`src/rtl/sdmac_pkg.sv`:
```
// Shared definitions for the SDMAC bus-master sequencer: state encoding,
// parameter defaults and idle levels of the active-low bus lines.
package sdmac_pkg;

  localparam int unsigned BURST_MAX_DEF = 4;
  localparam int unsigned TMO_CYC_DEF   = 255;
  localparam int unsigned TMO_W         = 8;
  localparam int unsigned BCNT_W        = 4;

  localparam logic [BCNT_W-1:0] BCNT_SAT   = '1;
  localparam logic              N_IDLE     = 1'b1;
  localparam logic [1:0]        DSACK_IDLE = 2'b11;

  typedef enum logic [2:0] {
    ST_IDLE     = 3'd0,
    ST_REQ      = 3'd1,
    ST_WAITFREE = 3'd2,
    ST_OWN      = 3'd3,
    ST_CYC      = 3'd4,
    ST_TERM     = 3'd5,
    ST_REL      = 3'd6
  } state_e;

  // The tenure lasts through REL so _BGACK/BUS_OE outlive the strobes by a clock.
  function automatic logic owns_bus(input state_e s);
    return (s == ST_OWN) || (s == ST_CYC) || (s == ST_TERM) || (s == ST_REL);
  endfunction

  function automatic logic strobing(input state_e s);
    return (s == ST_CYC) || (s == ST_TERM);
  endfunction

endpackage

```
`src/rtl/bus_arbiter.sv`:
```
// 68030 bus arbitration handshake: request, wait for a free bus, release.
// Supplies next state for the handshake states and drives _BR/_BGACK.
module bus_arbiter
  import sdmac_pkg::*;
(
  input  logic       clk,
  input  logic       rst_n,
  input  state_e     state_q,
  input  state_e     state_d,
  input  logic       armed,
  input  logic       xfer_req,
  input  logic       sp_dma,
  input  logic       bg_n,
  input  logic       as_in_n,
  input  logic [1:0] dsack_in_n,
  input  logic       sterm_n,
  output state_e     arb_next_c,
  output logic       br_n,
  output logic       bgack_n
);

  logic abandon_c;
  logic bus_free_c;
  logic br_n_d, br_n_q;
  logic bgack_n_d, bgack_n_q;

  assign abandon_c  = sp_dma | ~armed;
  assign bus_free_c = as_in_n & (dsack_in_n == DSACK_IDLE) & sterm_n;

  // Handshake transitions; engine states are resolved by the top.
  always_comb begin
    arb_next_c = state_q;
    case (state_q)
      ST_IDLE:     if (!abandon_c && xfer_req) arb_next_c = ST_REQ;
      ST_REQ: begin
        if (abandon_c)  arb_next_c = ST_IDLE;
        else if (!bg_n) arb_next_c = ST_WAITFREE;
      end
      ST_WAITFREE: begin
        if (abandon_c)       arb_next_c = ST_IDLE;
        else if (bus_free_c) arb_next_c = ST_OWN;
      end
      ST_REL:      arb_next_c = ST_IDLE;
      default:     arb_next_c = state_q;
    endcase
  end

  always_comb begin
    br_n_d    = N_IDLE;
    bgack_n_d = N_IDLE;
    if (state_d == ST_REQ || state_d == ST_WAITFREE) br_n_d = 1'b0;
    if (owns_bus(state_d)) bgack_n_d = 1'b0;
  end

  always_ff @(posedge clk) begin
    if (!rst_n) begin
      br_n_q    <= N_IDLE;
      bgack_n_q <= N_IDLE;
    end else begin
      br_n_q    <= br_n_d;
      bgack_n_q <= bgack_n_d;
    end
  end

  assign br_n    = br_n_q;
  assign bgack_n = bgack_n_q;

endmodule

```
`src/rtl/dma_bus_master.sv`:
```
// SDMAC bus-master sequencer: arms on ST_DMA, takes the 68030 bus and runs
// bounded bursts of longword cycles for the SCSI FIFO.
module dma_bus_master
  import sdmac_pkg::*;
#(
  parameter int unsigned BURST_MAX = BURST_MAX_DEF,
  parameter int unsigned TMO_CYC   = TMO_CYC_DEF
) (
  input  logic       SCLK,
  input  logic       _RST,
  input  logic       DMAENA,
  input  logic       ST_DMA,
  input  logic       SP_DMA,
  input  logic       DMADIR,
  input  logic       XFER_REQ,
  input  logic       _BG,
  input  logic       _AS_IN,
  input  logic [1:0] _DSACK_IN,
  input  logic       _STERM,
  input  logic       _BERR,
  output logic       _BR,
  output logic       _BGACK,
  output logic       _DMAEN,
  output logic       _AS_O,
  output logic       _DS_O,
  output logic       R_W_O,
  output logic       BUS_OE,
  output logic       XFER_ACK,
  output logic       DMA_ACT,
  output logic       BERR_FLAG
);

  state_e state_q, state_d, arb_next_c;

  logic              armed_d, armed_q;
  logic              berr_d, berr_q;
  logic [BCNT_W-1:0] cnt_d, cnt_q;
  logic [TMO_W-1:0]  tmo_d, tmo_q;
  logic              strobe_n_d, strobe_n_q;
  logic              rw_d, rw_q;
  logic              oe_d, oe_q;
  logic              dmaen_n_d, dmaen_n_q;
  logic              ack_d, ack_q;
  logic              abort_c;
  logic              done_c;
  logic              tmo_exp_c;

  bus_arbiter u_arb (
    .clk        (SCLK),
    .rst_n      (_RST),
    .state_q    (state_q),
    .state_d    (state_d),
    .armed      (armed_q),
    .xfer_req   (XFER_REQ),
    .sp_dma     (SP_DMA),
    .bg_n       (_BG),
    .as_in_n    (_AS_IN),
    .dsack_in_n (_DSACK_IN),
    .sterm_n    (_STERM),
    .arb_next_c (arb_next_c),
    .br_n       (_BR),
    .bgack_n    (_BGACK)
  );

  assign done_c = ~_STERM | (_DSACK_IN != DSACK_IDLE);
  // Strobes stay out at most TMO_CYC clocks: expiry is the count reaching 0.
  assign tmo_exp_c = (tmo_q <= TMO_W'(1));

  // Next state; a bus error outranks a same-clock termination.
  always_comb begin
    state_d = state_q;
    ack_d   = 1'b0;
    abort_c = 1'b0;
    case (state_q)
      ST_IDLE, ST_REQ, ST_WAITFREE, ST_REL: state_d = arb_next_c;
      ST_OWN: begin
        if (armed_q && XFER_REQ && (cnt_q < BCNT_W'(BURST_MAX))) state_d = ST_CYC;
        else                                                      state_d = ST_REL;
      end
      ST_CYC: state_d = ST_TERM;
      ST_TERM: begin
        if (!_BERR) begin
          abort_c = 1'b1;
          state_d = ST_REL;
        end else if (done_c) begin
          ack_d   = 1'b1;
          state_d = ST_OWN;
        end else if (tmo_exp_c) begin
          abort_c = 1'b1;
          state_d = ST_REL;
        end
      end
      default: state_d = ST_IDLE;
    endcase
  end

  // Arming, error flag, burst/timeout counters and pin levels.
  always_comb begin
    armed_d = armed_q;
    berr_d  = berr_q;
    cnt_d   = cnt_q;
    tmo_d   = tmo_q;

    if (abort_c || SP_DMA || !DMAENA) armed_d = 1'b0;
    else if (ST_DMA)                  armed_d = 1'b1;

    if (abort_c)                 berr_d = 1'b1;
    else if (ST_DMA && !SP_DMA)  berr_d = 1'b0;

    if (state_q == ST_REL)                cnt_d = '0;
    else if (ack_d && cnt_q != BCNT_SAT)  cnt_d = cnt_q + BCNT_W'(1);

    if (state_d == ST_CYC)
      tmo_d = TMO_W'(TMO_CYC);
    else if (strobing(state_q) && tmo_q != '0)
      tmo_d = tmo_q - TMO_W'(1);

    strobe_n_d = ~strobing(state_d);
    oe_d       = owns_bus(state_d);
    dmaen_n_d  = ~owns_bus(state_d);
    rw_d       = owns_bus(state_d) ? ~DMADIR : N_IDLE;
  end

  always_ff @(posedge SCLK) begin
    if (!_RST) begin
      state_q    <= ST_IDLE;
      armed_q    <= 1'b0;
      berr_q     <= 1'b0;
      cnt_q      <= '0;
      tmo_q      <= '0;
      strobe_n_q <= N_IDLE;
      rw_q       <= N_IDLE;
      oe_q       <= 1'b0;
      dmaen_n_q  <= N_IDLE;
      ack_q      <= 1'b0;
    end else begin
      state_q    <= state_d;
      armed_q    <= armed_d;
      berr_q     <= berr_d;
      cnt_q      <= cnt_d;
      tmo_q      <= tmo_d;
      strobe_n_q <= strobe_n_d;
      rw_q       <= rw_d;
      oe_q       <= oe_d;
      dmaen_n_q  <= dmaen_n_d;
      ack_q      <= ack_d;
    end
  end

  assign _DMAEN    = dmaen_n_q;
  assign _AS_O     = strobe_n_q;
  assign _DS_O     = strobe_n_q;
  assign R_W_O     = rw_q;
  assign BUS_OE    = oe_q;
  assign XFER_ACK  = ack_q;
  assign DMA_ACT   = armed_q;
  assign BERR_FLAG = berr_q;

endmodule

```
`config.mk`:
```
export PLATFORM = sky130hd
export DESIGN_NAME = dma_bus_master
export DESIGN_NICKNAME = d
export VERILOG_FILES = /design/src/rtl/sdmac_pkg.sv /design/src/rtl/bus_arbiter.sv /design/src/rtl/dma_bus_master.sv
export SDC_FILE = /design/constraint.sdc
export NUM_CORES = 1
export LEC_CHECK = 0
export BUFFER_PORTS_ARGS = -buffer_cell sky130_fd_sc_hd__buf_2
export CAP_MARGIN = 20
export CORE_MARGIN = 3
export CORE_UTILIZATION = 30
export CTS_CLUSTER_DIAMETER = 120
export DETAILED_ROUTE_END_ITERATION = 10
export REMOVE_ABC_BUFFERS = 1
export SYNTH_ARGS = -nofsm -noshare
export SYNTH_HDL_FRONTEND = slang
export SYNTH_SLANG_ARGS = --single-unit
```
`constraint.sdc`:
```
create_clock -name SCLK -period 3.1 [get_ports SCLK]
set_input_delay 0 -clock SCLK [delete_from_list [all_inputs] [get_ports SCLK]]
set_output_delay 0 -clock SCLK [all_outputs]
set_load 0.005 [all_outputs]
```
# After elaboration in Yosys (flattened, before gate mapping)
# Index checks and enable logic that the tools add are counted.
word_totals:
  inputBits: 13
  out_inout_bits: 10
  register_bits: 24
op_classes:
  n_reduce_logical: 25
  n_mux: 24
  n_addsub: 2
  magnitude_cmp: 2
  eq_ne: 15
  n_bitwise: 10
op_table:
  columns: ["cell", "count"]
  rows:
  - ["2-to-1 mux 3 bit", 8]
  - ["case mux 3 bit (4 select lines)", 2]
  - ["== test 3 bit (second input constant)", 6]
  - ["2-to-1 mux 8 bit", 2]
  - ["== test 3 x 2 -> 1 bit (second input constant)", 4]
  - ["2-to-1 mux 1 bit", 11]
  - ["<= comparator 8 x 1 -> 1 bit (second input constant)", 1]
  - ["logical OR 1 bit", 8]
  - ["nonzero test 8 bit", 1]
  - ["subtractor 8 x 1 -> 8 bit (second input constant)", 1]
  - ["== test 3 x 1 -> 1 bit (second input constant)", 2]
  - ["logical AND 1 bit", 6]
  - ["NOT 1 bit", 6]
  - ["adder 4 x 1 -> 4 bit (second input constant)", 1]
  - ["less-than comparator 4 x 3 -> 1 bit (second input constant)", 1]
  - ["!= test 4 bit (second input constant)", 1]
  - ["nonzero test 2 bit", 2]
  - ["OR reduction 2 bit", 2]
  - ["OR reduction 4 bit", 1]
  - ["zero test 1 bit", 3]
  - ["zero test 3 bit", 1]
  - ["AND 1 bit", 2]
  - ["== test 2 bit (second input constant)", 1]
  - ["2-to-1 mux 2 bit", 1]
  - ["3 further kinds", 4]

# Depth between registers and ports, before layout
# Gate-level depths: netlist of the first run.
depth:
  ltp_word: 12
  depth_mapped: 7
  ltp_nobuf: 7

# By module
# From an unflattened synthesis of the first run, not the netlist that was laid out.
hier_totals:
  hier_cells: 139
  area_unflattened_um2: 1255.0
by_module_without_submodules:
  columns: ["module", "cells_per_inst", "seq_area_each_um2", "instances", "area_each_um2"]
  rows:
  - ["dma_bus_master", 120, 440.4, 1, 1097.3]
  - ["bus_arbiter", 19, 40.0, 1, 157.7]

# Least setup slack after synthesis of the first run
# Ideal clock, no wire load.
synth_path:
  path_type: "reg-to-reg"
  startpoint: "reg tmo_q[0]"
  endpoint: "reg u_arb.br_n_q (netlist: u_arb.br_n)"
  period_less_slack_ns: 1.752
  stages_incl_launch_ff: 8
  required_ns: 2.957
  setup_slack_ns: 1.348
  t_arrival_ns: 1.608
  setup_time_ns: 0.143
  path_cell_list: "dfxtp_1 -> inv_1 -> ha_1 -> or2_2 -> nand3_1 -> a41o_1 -> and3_1 -> o2111ai_1"
synth_between:
  elab_chain_len: 8
synth_rtl:
  columns: ["item", "line_no", "rtl"]
  rows:
  - ["start: declaration", "dma_bus_master.sv:38", "logic [TMO_W-1:0] tmo_d, tmo_q;"]
  - ["start signal: assignment", "dma_bus_master.sv:141", "tmo_q <= tmo_d;"]
  - ["<= comparator 8 x 1 -> 1 bit (*)", "dma_bus_master.sv:67", "assign tmo_exp_c = (tmo_q <= TMO_W'(1));"]
  - ["2-to-1 mux 3 bit (*)", "dma_bus_master.sv:88", "end else if (tmo_exp_c) begin"]
  - ["2-to-1 mux 3 bit (*)", "dma_bus_master.sv:85", "end else if (done_c) begin"]
  - ["2-to-1 mux 3 bit (*)", "dma_bus_master.sv:82", "if (!_BERR) begin"]
  - ["case mux 3 bit (4 select lines) (*)", "dma_bus_master.sv:74", "case (state_q)"]
  - ["== test 3 x 1 -> 1 bit or == test 3 x 2 -> 1 bit (tied branches)", "bus_arbiter.sv:51", "if (state_d == ST_REQ || state_d == ST_WAITFREE) br_n_d = 1'b0;"]
  - ["logical OR 1 bit (*)", "bus_arbiter.sv:51", null]
  - ["2-to-1 mux 1 bit (*)", "bus_arbiter.sv:51", null]
  - ["end signal: assignment", "bus_arbiter.sv:60", "br_n_q <= br_n_d;"]
  - ["end: declaration", "bus_arbiter.sv:24", "logic br_n_d, br_n_q;"]
# Every way passes the cells marked *; elsewhere a longest branch is shown, timed or not.
# A chain may end at the register's enable or synchronous reset.

# Final worst setup path of the first run
layout_path:
  startpoint: "reg tmo_q[0]"
  endpoint: "reg tmo_q[0]"
layout_between:
  elab_chain_len: 7
layout_rtl:
  columns: ["item", "line_no", "rtl"]
  rows:
  - ["<= comparator 8 x 1 -> 1 bit", "dma_bus_master.sv:67", null]
  - ["2-to-1 mux 3 bit", "dma_bus_master.sv:88", null]
  - ["2-to-1 mux 3 bit", "dma_bus_master.sv:85", null]
  - ["2-to-1 mux 3 bit", "dma_bus_master.sv:82", null]
  - ["case mux 3 bit (4 select lines)", "dma_bus_master.sv:74", null]
  - ["== test 3 bit", "dma_bus_master.sv:113", "if (state_d == ST_CYC)"]
  - ["2-to-1 mux 8 bit or nonzero test 2 bit (tied branches)", null, null]
# Parallel ways exist; a longest one is shown, timed or not. The select of a mux whose other input is x is not followed.

==> impl_metrics.toml, run 1 <==
[run_status]
status = "complete, no violations"

[clock_tree]
clk_path_buf_depth = 2
cts_setup_buffers = 0
clock_sinks = 23
clk_latency_ns = 0.27
clk_pin_slew_ns = 0.08
ctsHoldBuffers = 2
cts_tree = "built"
cts_resized = 0
htreeDepth = 1
clock-root-buffer = "clkbuf_8"
cts_buffers = 3

[logic_synthesis]
ys_top_cells_by_area = "dfxtp_1 (39%), xor2_1 (5.2%), ha_1 (4.3%)"
yosysUniqueCellTypes = 46
yosysMostFrequentCell = "dfxtp_1"
synth-simple-area-share_pct = 21.6
synthTopCellsByCount = "dfxtp_1 (23), nand2_1 (10), nor2_1 (8)"
yosysTopAreaCellShare_pct = 39.4
synth_compound_area_share_pct = 21.0
ys.flop_type = "dfxtp_1"
synthXorXnorAreaFrac_pct = 7.49
synth_top_family_by_area = "simple AND/OR/NAND/NOR gates"
netlist_instances = 124
syn_area_mm2 = 0.00117
synthMuxAreaShare_pct = 0.856
synth_area_per_cell_um2 = 9.43
ys_ff_latch = 23
yosysSeqAreaShare_pct = 39.4
synthAdderAreaFrac_pct = 4.28
ys_warn_count = 0
synthArstFlopShare_pct = 0
synth_edf_count = 0
synth_top_cell_by_area = "dfxtp_1"

[power_and_ir_drop]
p_leak_nw = 0.528
max-vdd-ir-drop_mv = 0.186
p_sw_share_pct = 21.9
p_switching_uw = 111
combPwrFrac_pct = 4.3
pwr-share-seq_pct = 58.6
power_density_mw_per_mm2 = 371
p_clk_share_pct = 37.1
internal_power_uw = 396

[global_route]
grt_overflow = 0
grt_max_degree = 14
grtUsageTotal_pct = 11.8
antenna_found_initial = 0
grt_pass1_wl_um = 4170
grt_pass1_vias = 969

[timing]
slew_viol_final = 0
tightest_slew_ns = 0.606
hold_viol_final = 0
skew_ns = 0.00182
setup_viol_count_final = 0
finalSetupTns_ns = 0
period_needed_ns = 1.96
rsz0062_at_grt = "false"
period_share_pct = 63.2
slew_headroom_pct = 59.6
fmax_mhz = 510

[route]
avgRoutedWirePerCell_um = 12.6
vias = 975
dr.first_iter.drc_count = 23
routed_wl_um = 2450
drtAntennaViolNets = 0
avgViaCountPerCell = 5.03
drt-pass1-iter-count = 4
remaining_drc_errors = 0

[die]
start_util_pct = 31.5
dieArea_mm2 = 0.00468
die_width_um = 68.4
core-area_mm2 = 0.00372
die_h_um = 68.4
rows = 22
ios = 23

[finish]
register_area_um2 = 460
final_cells = 194
multi_input_area_um2 = 646
area_delta_synth_final_pct = 16.7
diodes = 0
n_fill_cell = 381
design_area_mm2 = 0.00137
layout-drive-gt1-share_pct = 22.6
nets = 164

[placement]
dp_hpwl_um = 1900
placed_cells = 188
place_area_mm2 = 0.00130
gp_congestion = 0.822
io_buffers = 22

[setup_path]
critical_path_required_ns = 3.26
reg2reg_slack_ns = 1.14
critPathMaxFanout = 8
crit_arrival_ns = 2.11
cp-start-kind = "flip-flop"
crit_type = "flip-flop to flip-flop"
critPathCaptureType = "flip-flop"

[worst_hold_path]
hold_path_class = "input port to flip-flop"

[job]
cap_viol_max_count = 0
## path summary, 6_finish.rpt
path	start	to	cells past startpoint
worst max-delay path	tmo_q[0]$_SDFFE_PN0P_	tmo_q[0]$_SDFFE_PN0P_	7
worst min-delay path	ST_DMA	DMA_ACT$_SDFFE_PP0P_	3
worst max register to register	tmo_q[0]$_SDFFE_PN0P_	tmo_q[0]$_SDFFE_PN0P_	7
worst min register to register	cnt_q[0]$_SDFFE_PP0P_	cnt_q[0]$_SDFFE_PP0P_	2
## logic make-up (layout without fill, tap and decap cells)
| logic type | after synthesis | in the layout |
|---|---|---|
| and+or+nand+nor | 41 | 41 |
| AOI/OAI and AO/OA | 33 | 33 |
| DFF | 23 | 23 |
| buffers and inverters | 12 | 34 |
| xor gates and xnor gates | 10 | 10 |
| adders and majority gates | 4 | 4 |
| muxes | 1 | 1 |
## metal layers
| metal | track usage, % | vias to the layer above | share of wire [%] |
|---|---|---|---|
| met3 | 1.97 | 5 | 3.2 |
| met4 | 5.71 | 0 | 1.8 |
| met5 | 0 | - | 0 |
| met1 | 14.5 | 458 | 45 |
| met2 | 19.7 | 17 | 50 |
| li1 | - | 495 | - |
## per-stage QoR
stage	worst slack, ns	total power [mW]	util [%]	hold slack, ns
global placement	1.24	0.323	34.9	0.248
floorplan	1.35	0.311	-	0.106
finish	1.14	0.507	36.7	0.0248
CTS	1.14	0.513	36.7	0.0262
detailed placement	1.16	0.324	34.9	0.241
global route	0.956	0.525	36.7	0.0466
## state kept, by name (all words and copies together), names as in the netlist
name,cells
BERR_FLAG,1
BUS_OE,1
DMA_ACT,1
R_W_O,1
XFER_ACK,1
_AS_O,1
cnt_q,4
state_q,3
tmo_q,8
u_arb.bgack_n,1
u_arb.br_n,1
## worst max-delay path: stages, from the launching register on
cell	delay, ns
dfxtp_1	0.40
inv_1	0.09
ha_1	0.24
or2_2	0.34
a41oi_1	0.23
a211o_1	0.25
nand4b_4	0.23
o21ai_1	0.09
## cell usage in the layout, fill, tap and decap left out, types with 2 or more instances in the layout
cell,count
dfxtp_1,23
buf_2,22
nand2_1,10
nor2_1,8
xor2_1,7
o21ai_1,7
inv_1,5
a21oi_1,5
nand3_1,4
ha_1,4
xnor2_1,3
clkbuf_8,3
a311oi_2,2
nor2b_1,2
a211oi_1,2
and3_1,2
nand4b_1,2
a41oi_1,2
nand3b_1,2
o31ai_1,2
o2111ai_1,2
nand4_1,2
dlygate4sd3_1,2
## power groups by stage
stage          Clock, mW  Combinational [mW]  Sequential (mW)
6_report           0.188              0.0218            0.297
5_1_grt            0.204              0.0248            0.297
4_1_cts            0.194              0.0222            0.297
3_5_place_dp           0              0.0202            0.304
3_3_place_gp           0              0.0197            0.304
2_1_floorplan          0             0.00727            0.304
## layout make-up
class | count | share of cell area, %
Clock buffer | 3 | 3.02
Clock inverter | 1 | 0.367
Multi-Input combinational cell | 89 | 47.3
Sequential cell | 23 | 33.7
Tap cell | 48 | 4.40
Timing Repair Buffer | 24 | 9.53
Inverter | 6 | 1.65
Power figures use the tool's default switching activity.
==> inputs of run 2 (changes only) <==
- clock period: 3.1 -> 1.8 ns (I/O delays scaled with it)
==> impl_metrics.toml, run 2 (synthesis results as in run 1) <==
[global_route]
grt_pass1_wl_um = 4540
grt_pass1_vias = 1019
grtUsageTotal_pct = 12.8
grt_overflow = 0
grt_max_degree = 14
antenna_found_initial = 0

[route]
drtAntennaViolNets = 0
avgViaCountPerCell = 5.04
drt-pass1-iter-count = 4
routed_wl_um = 2800
vias = 1048
avgRoutedWirePerCell_um = 13.5
remaining_drc_errors = 0
dr.first_iter.drc_count = 22

[power_and_ir_drop]
p_leak_nw = 0.607
max-vdd-ir-drop_mv = 0.327
power_density_mw_per_mm2 = 581

[placement]
gp_congestion = 0.789
io_buffers = 22
dp_hpwl_um = 2050
placed_cells = 198

[timing]
skew_ns = 0.00166
period_share_pct = 94.9
slew_viol_final = 0
setup_viol_count_final = 0
slew_headroom_pct = 61.5
fmax_mhz = 585
period_needed_ns = 1.71
tightest_slew_ns = 0.572
hold_viol_final = 0
rsz0062_at_grt = "true"

[finish]
nets = 178
layout-drive-gt1-share_pct = 35.0
fin_util_pct = 40.9
final_common_cell = "buf_2"
area_delta_synth_final_pct = 29.8
final_cells = 208
n_fill_cell = 377
top_register = "tmo_q"
diodes = 0
largest_reg_flops = 8
reg.largest.list = "tmo_q x8, cnt_q x4, state_q x3"
mostFrequentLayoutCells = "buf_2 (22), dfxtp_1 (21), buf_4 (13)"

[die]
rows = 22
ios = 23
start_util_pct = 31.5
die_h_um = 68.4
die_width_um = 68.4
core-area_mm2 = 0.00372
dieArea_mm2 = 0.00468

[clock_tree]
clk_path_buf_depth = 2
clk_latency_ns = 0.27
htreeDepth = 1
clk_pin_slew_ns = 0.08
cts_tree = "built"
cts_buffers = 3
clock-root-buffer = "clkbuf_8"
clock_sinks = 23

[setup_path]
critPathMaxFanout = 8
crit_type = "flip-flop to flip-flop"
cp-start-kind = "flip-flop"
crit_arrival_ns = 1.91
critical_path_required_ns = 2.00
critPathCaptureType = "flip-flop"

[run_status]
status = "complete, no violations"

[worst_hold_path]
hold_path_class = "input port to flip-flop"

[job]
cap_viol_max_count = 0
==> run 2: final timing paths <==
check                          endpoint  slack (ns)  cells past startpoint             startpoint
setup / recovery  tmo_q[4]$_SDFFE_PN0P_        0.09                      8  tmo_q[1]$_SDFFE_PN0P_
hold / removal     DMA_ACT$_SDFFE_PP0P_        0.05                      3                 ST_DMA
setup reg to reg  tmo_q[4]$_SDFFE_PN0P_        0.09                      8  tmo_q[1]$_SDFFE_PN0P_
hold reg to reg   tmo_q[1]$_SDFFE_PN0P_        0.54                      2  tmo_q[1]$_SDFFE_PN0P_
==> run 2: power by group <==
part | internal [mW] | total, mW | switching (mW) | leakage (nW)
clock network | 0.155 | 0.327 | 0.172 | 0.0255
registers | 0.509 | 0.510 | 0.00107 | 0.186
logic | 0.0204 | 0.0453 | 0.0249 | 0.395
==> run 2: layer usage <==
metal	vias to the layer above	part of all wire [%]	wire length, um	track usage, %
li1	519	-	-	-
met1	504	44	1240	15.1
met5	-	0	0	0
met4	0	3.3	92	7.69
met3	8	3.0	85	2.30
met2	17	49	1380	21.3
==> run 2: worst max-delay path: stages (launching register included) <==
cell and delay, ns:
dfxtp_2 0.35, inv_1 0.07, ha_2 0.18, or2_4 0.26, nand3_1 0.09, a41o_1 0.26, buf_6 0.13, nand4b_4 0.19
o21ai_1 0.13
==> run 2: layout make-up <==
cell class | instances | area (um2) | share of cell area, %
tap | 48 | 60.1 | 3.95
clock inverter | 1 | 5.00 | 0.329
inverter | 6 | 22.5 | 1.48
clock buffer | 3 | 41.3 | 2.72
multi-input combinational | 89 | 688 | 45.3
sequential | 23 | 463 | 30.5
timing repair buffer | 38 | 239 | 15.7
==> run 2: stage by stage <==
step | TNS, ns | total power, mW | hold WS, ns | area (um2) | worst slack, ns
2_1_floorplan | 0 | 0.535 | 0.106 | 1130 | 0.0483
4_1_cts | 0 | 0.893 | 0.0436 | 1450 | 0.00114
6_report | 0 | 0.883 | 0.0484 | 1520 | 0.0916
5_1_grt | -0.101 | 0.915 | 0.0663 | 1520 | -0.0406
3_5_place_dp | -0.364 | 0.562 | 0.241 | 1370 | -0.0732
3_3_place_gp | -0.0769 | 0.560 | 0.237 | 1370 | -0.0201
==> run 2: timing repair <==
item | in CTS | in global routing
endpoints found under the setup margin | 8 | 12
endpoints found under the hold margin | 2 | 0
pin swaps | 2 | 2
hold buffers | 2 | 0
gates resized for setup | 0 | 12
buffers inserted | 1 | 3
